### src/rtl/vga_timing_pkg.sv
// vga_timing_pkg: default 640x480@60 raster constants.
// Shared by vga_timing_gen and its counter.
package vga_timing_pkg;

  localparam int POS_W = 10;

  localparam int DEF_H_VISIBLE = 640;
  localparam int DEF_H_FRONT   = 16;
  localparam int DEF_H_SYNC    = 96;
  localparam int DEF_H_BACK    = 48;
  localparam int DEF_V_VISIBLE = 480;
  localparam int DEF_V_FRONT   = 10;
  localparam int DEF_V_SYNC    = 2;
  localparam int DEF_V_BACK    = 33;

  localparam int DEF_H_TOTAL =
    DEF_H_VISIBLE + DEF_H_FRONT +
    DEF_H_SYNC + DEF_H_BACK;
  localparam int DEF_V_TOTAL =
    DEF_V_VISIBLE + DEF_V_FRONT +
    DEF_V_SYNC + DEF_V_BACK;

endpackage

### src/rtl/vga_timing_gen_mod_counter.sv
// mod_counter: modulo-N counter with enable,
// wrap pulse and configurable reset value.
module mod_counter #(
  parameter int W       = 10,
  parameter int N       = 800,
  parameter int RST_VAL = N - 1
) (
  input  logic         clk,
  input  logic         rst_n,
  input  logic         i_en,
  output logic [W-1:0] o_count,
  output logic [W-1:0] o_next,
  output logic         o_wrap
);

  localparam logic [W-1:0] LAST = W'(N - 1);
  localparam logic [W-1:0] RSTV = W'(RST_VAL);

  logic [W-1:0] r_count;
  logic [W-1:0] w_next;
  logic         w_at_last;

  assign w_at_last = (r_count == LAST);

  always_comb begin
    w_next = r_count;
    if (i_en) begin
      w_next = w_at_last ? '0 : r_count + 1'b1;
    end
  end

  always_ff @(posedge clk or negedge rst_n) begin
    if (!rst_n) r_count <= RSTV;
    else        r_count <= w_next;
  end

  assign o_count = r_count;
  assign o_next  = w_next;
  assign o_wrap  = i_en && w_at_last;

endmodule

### src/rtl/vga_timing_gen.sv
// vga_timing_gen: raster position, sync, blank and strobes.
// Optional frame counter: define VGA_FRAME_COUNTER_EN.
module vga_timing_gen
  import vga_timing_pkg::*;
#(
  parameter int H_VISIBLE       = DEF_H_VISIBLE,
  parameter int H_FRONT         = DEF_H_FRONT,
  parameter int H_SYNC          = DEF_H_SYNC,
  parameter int H_BACK          = DEF_H_BACK,
  parameter int V_VISIBLE       = DEF_V_VISIBLE,
  parameter int V_FRONT         = DEF_V_FRONT,
  parameter int V_SYNC          = DEF_V_SYNC,
  parameter int V_BACK          = DEF_V_BACK,
  parameter bit SYNC_ACTIVE_LOW = 1'b1
) (
  input  logic             clk,
  input  logic             rst_n,
  output logic [POS_W-1:0] hpos,
  output logic [POS_W-1:0] vpos,
  output logic             hsync,
  output logic             vsync,
  output logic             display_on,
  output logic             line_start,
  output logic             frame_start,
  output logic [POS_W-1:0] frame_count
);

  localparam int H_TOTAL =
    H_VISIBLE + H_FRONT + H_SYNC + H_BACK;
  localparam int V_TOTAL =
    V_VISIBLE + V_FRONT + V_SYNC + V_BACK;

  localparam logic [POS_W-1:0] H_VIS =
    POS_W'(H_VISIBLE);
  localparam logic [POS_W-1:0] V_VIS =
    POS_W'(V_VISIBLE);
  localparam logic [POS_W-1:0] HS_BEG =
    POS_W'(H_VISIBLE + H_FRONT);
  localparam logic [POS_W-1:0] HS_END =
    POS_W'(H_VISIBLE + H_FRONT + H_SYNC);
  localparam logic [POS_W-1:0] VS_BEG =
    POS_W'(V_VISIBLE + V_FRONT);
  localparam logic [POS_W-1:0] VS_END =
    POS_W'(V_VISIBLE + V_FRONT + V_SYNC);

  logic [POS_W-1:0] w_h_nxt;
  logic [POS_W-1:0] w_v_nxt;
  logic             w_h_wrap;
  logic             w_v_wrap;
  logic             w_hs_act;
  logic             w_vs_act;
  logic             w_de_nxt;

  logic r_hsync;
  logic r_vsync;
  logic r_de;
  logic r_ls;
  logic r_fs;

  mod_counter #(
    .W       (POS_W),
    .N       (H_TOTAL),
    .RST_VAL (H_TOTAL - 1)
  ) u_hcnt (
    .clk     (clk),
    .rst_n   (rst_n),
    .i_en    (1'b1),
    .o_count (hpos),
    .o_next  (w_h_nxt),
    .o_wrap  (w_h_wrap)
  );

  mod_counter #(
    .W       (POS_W),
    .N       (V_TOTAL),
    .RST_VAL (V_TOTAL - 1)
  ) u_vcnt (
    .clk     (clk),
    .rst_n   (rst_n),
    .i_en    (w_h_wrap),
    .o_count (vpos),
    .o_next  (w_v_nxt),
    .o_wrap  (w_v_wrap)
  );

  // decode the upcoming position so flags line up with hpos/vpos
  assign w_hs_act = (w_h_nxt >= HS_BEG) &&
                    (w_h_nxt <  HS_END);
  assign w_vs_act = (w_v_nxt >= VS_BEG) &&
                    (w_v_nxt <  VS_END);
  assign w_de_nxt = (w_h_nxt < H_VIS) &&
                    (w_v_nxt < V_VIS);

  always_ff @(posedge clk or negedge rst_n) begin
    if (!rst_n) begin
      r_hsync <= SYNC_ACTIVE_LOW;
      r_vsync <= SYNC_ACTIVE_LOW;
      r_de    <= 1'b0;
      r_ls    <= 1'b0;
      r_fs    <= 1'b0;
    end else begin
      r_hsync <= w_hs_act ^ SYNC_ACTIVE_LOW;
      r_vsync <= w_vs_act ^ SYNC_ACTIVE_LOW;
      r_de    <= w_de_nxt;
      r_ls    <= w_h_wrap;
      r_fs    <= w_v_wrap;
    end
  end

  assign hsync       = r_hsync;
  assign vsync       = r_vsync;
  assign display_on  = r_de;
  assign line_start  = r_ls;
  assign frame_start = r_fs;

`ifdef VGA_FRAME_COUNTER_EN
  logic [POS_W-1:0] r_frame_count;

  always_ff @(posedge clk or negedge rst_n) begin
    if (!rst_n) begin
      r_frame_count <= '0;
    end else if (w_v_wrap) begin
      r_frame_count <= r_frame_count + 1'b1;
    end
  end

  assign frame_count = r_frame_count;
`else
  assign frame_count = '0;
`endif

endmodule

### config.mk
export PLATFORM = sky130hd
export DESIGN_NAME = vga_timing_gen
export DESIGN_NICKNAME = d
export VERILOG_FILES = /design/src/rtl/vga_timing_pkg.sv /design/src/rtl/vga_timing_gen_mod_counter.sv /design/src/rtl/vga_timing_gen.sv
export SDC_FILE = /design/constraint.sdc
export NUM_CORES = 1
export LEC_CHECK = 0
export BUFFER_PORTS_ARGS = -buffer_cell sky130_fd_sc_hd__buf_2
export CORE_AREA = 2 2 59 61
export DETAILED_ROUTE_END_ITERATION = 10
export DIE_AREA = 0 0 61 63
export GPL_TIMING_DRIVEN = 0
export PLACE_DENSITY = 0.72
export SLEW_MARGIN = 20
export SYNTH_ARGS = -nofsm -noshare
export SYNTH_HDL_FRONTEND = slang
export SYNTH_SLANG_ARGS = --single-unit
export TNS_END_PERCENT = 100
### constraint.sdc
create_clock -name clk -period 4.2 [get_ports clk]
set_clock_uncertainty 0.2 [all_clocks]
set_input_delay 0.21 -clock clk [delete_from_list [all_inputs] [get_ports clk]]
set_output_delay 0.21 -clock clk [all_outputs]
set_load 0.01 [all_outputs]
==> metrics <==
worst endpoint required time=between 4 and 5 ns; sw frac=0.212; post-synthesis cell area=1540 um2; endpoints failing setup=0; H-tree Lvls=1; fin crit period=2.54 ns; I/O pin cnt=37; Cells after Synth=161; worst path arrival time=around 2.6 ns; # nets final=208; die width=61 um; Compound-Gate Fraction of Synth Area=0.139; sequential share of power=0.667; status=complete, no violations; die area=3840 um2; LEAKAGE=0.817 nW; DP Area=between 1500 and 2000 um2; Tot Pwr=about 360 uW; number of global-route vias before repair=1266; Layout fillers=290; clk buf depth=2; internal power=approximately 290 uW; fmax=slightly below 400 MHz; CTS tree=built; Yosys reg bits=25; final cell count without fillers=roughly 250; diodes inserted=0; maximum VDD drop=about 0.00014 V; Core Footprint=between 3000 and 4000 um2; layout cells sized above 1=0.328; DR iter-0 viols=66; Post-Route WL=between 3000 and 4000 um; worst slew pin tran=around 0.56 ns; CP Capture Type=flop; unrepaired setup endpoints after global routing=no; Synth warnings=0; most common cell in the netlist=dfrtp_1; Post-CTS Setup Inserts=0; Avg Cell Area, Syn=about 9.6 um2; Switch Pwr=roughly 77 uW; combinational share of power=0.046; area grow syn2layout=16.7%; gr usage total=0.192; Setup crit start kind=flop; first-pass GRT wire length=roughly 5800 um; WL/cell=around 13 um; main combinational cell family by area after synthesis=simple AND/OR/NAND/NOR gates; commonest cells in the netlist=dfrtp_1, dfstp_2, nand3_1; setup total negative slack=0 ns; worst setup margin=between 1.5 and 2 ns; Rel. slew slack=0.629; DR vias=approximately 1.3k; Synth area leader=dfrtp_1; Post-Synth Simple-Gate Area=0.244; crit share post-route=0.605; Power per Cell Area=~200 nW/um2; Initial Util=0.478; CTS root buf=clkbuf_4; Port Buffer Count=26; Synth area leaders=dfrtp_1, dfstp_2, buf_4, nand3_1, xnor2_1; Overflow after GRT=0; part of the power in the clock network=0.287; DRT antenna net count=0; final slew viol count=0; MaxCap Viol Count=0; Post-synth EDFFs=0; clock buffer count from CTS=3; Synth cell types=48; mux contribution to synthesized area=0.0130; XOR/XNOR share of the synthesized area=0.0681; Via density=5.29; Clock Pin Slew Worst Setup and Hold Paths=about 0.13 ns; Post-synth ARST share=1.00; Residual DRC=0; initial antenna violation count=0; Die H=around 63 um; pin count of the biggest net entering global routing=26; class of the worst hold path=primary input to asynchronous set/reset pin; final count of hold timing violations=0; total clock sinks=25; # rows=21; maximum fanout along the worst path=10; area share of the largest cell type after synthesis=0.211; sequential fraction of the synthesis area=0.415; Adder-Cell Fraction of Synth Area=0.0324; main flop type after synthesis=dfrtp_1; DP HPWL=2440 um; WS Path Type=flop to flop; DP Worst Slack=approximately 1.7 ns; Clock Latency Late Sink=0.31 ns; Placed Cells=about 240; final instance area=1800 um2; Placer Congestion=0.849; DR pass1 iterations=5
## registers in the layout, indices dropped and copies added, names as in the netlist
name / count
display_on: 1
frame_start: 1
hsync: 1
line_start: 1
u_hcnt.o_count: 10
u_vcnt.o_count: 10
vsync: 1
## repair_timing
item,4_1_cts,5_1_grt
gates resized for setup,0,0
endpoints found under the hold margin,13,0
hold buffers,1,0
## critical path: stages, from the launching register on
cell	delay, ns
dfstp_2	0.62
ha_1	0.24
and4_1	0.21
buf_2	0.18
nand3_1	0.19
inv_2	0.19
buf_4	0.20
o2111ai_1	0.12
a2bb2oi_1	0.20
nand3_1	0.11
## through the flow
step / hold slack, ns / utilization
6_report: 0.205 / 0.557
5_1_grt: 0.245 / 0.557
4_1_cts: 0.213 / 0.557
3_5_place_dp: 0.0391 / 0.546
3_3_place_gp: 0.0241 / 0.546
2_1_floorplan: -0.286 / -
## power by group through the flow
stage / clock network, mW / logic [mW] / registers, mW
2_1_floorplan: 0 / 0.0108 / 0.245
3_3_place_gp: 0 / 0.0158 / 0.245
3_5_place_dp: 0 / 0.0161 / 0.245
4_1_cts: 0.112 / 0.0168 / 0.241
5_1_grt: 0.123 / 0.0190 / 0.242
6_report: 0.104 / 0.0168 / 0.241
## cell usage in the layout (no fill, tap or decap), types with 2 or more instances in the layout
cell type / count
a31oi_1: 3
and3_1: 3
buf_2: 28
buf_4: 11
clkbuf_4: 3
conb_1: 10
dfrtp_1: 13
dfstp_2: 12
ha_1: 4
inv_1: 9
inv_2: 2
mux2i_1: 2
nand2_1: 10
nand3_1: 12
nand4_1: 6
nor2_1: 9
nor2b_1: 4
nor3_1: 5
nor3b_1: 2
o211ai_1: 3
o21ai_0: 8
o21bai_1: 2
o31ai_1: 2
xnor2_1: 6
xor2_1: 6
## final cells by class
| class | count | area, um2 | area share |
|---|---|---|---|
| multi-input combinational | 121 | 803 | 0.446 |
| sequential | 25 | 641 | 0.356 |
| timing repair buffer | 27 | 140 | 0.0778 |
| buffer | 13 | 92.6 | 0.0514 |
| tap | 46 | 57.6 | 0.0319 |
| inverter | 11 | 41.3 | 0.0229 |
| clock buffer | 4 | 26.3 | 0.0146 |
## logic make-up after synthesis
family,after synthesis
other,1
buffers and inverters,24
AND/OR/NAND/NOR,63
flip-flops,25
multiplexers,2
AO/OA/AOI/OAI,30
adder cells (fa/ha/maj),4
XOR/XNOR,12
## worst paths after layout
path	startpoint	cells past startpoint	slack (ns)	endpoint
setup reg to reg	u_hcnt.o_count[0]$_DFF_PN1_	9	1.66	vsync$_DFF_PN1_
setup / recovery	u_hcnt.o_count[0]$_DFF_PN1_	9	1.66	vsync$_DFF_PN1_
min in group clk	u_vcnt.o_count[2]$_DFF_PN1_	2	0.36	u_vcnt.o_count[2]$_DFF_PN1_
hold reg to reg	u_vcnt.o_count[2]$_DFF_PN1_	2	0.36	u_vcnt.o_count[2]$_DFF_PN1_
hold / removal	rst_n	2	0.20	line_start$_DFF_PN0_
max in group asynchronous	rst_n	2	3.21	u_vcnt.o_count[9]$_DFF_PN1_
## routing by layer
| layer | global-route usage | vias to the layer above | wire [um] |
|---|---|---|---|
| met3 | 0.0290 | 4 | 162 |
| met5 | 0 | - | 0 |
| met1 | 0.275 | 624 | 1480 |
| met2 | 0.294 | 42 | 1560 |
| li1 | - | 637 | - |
| met4 | 0.0625 | 0 | 41 |
No activity file was read; power rests on OpenSTA's default activity.
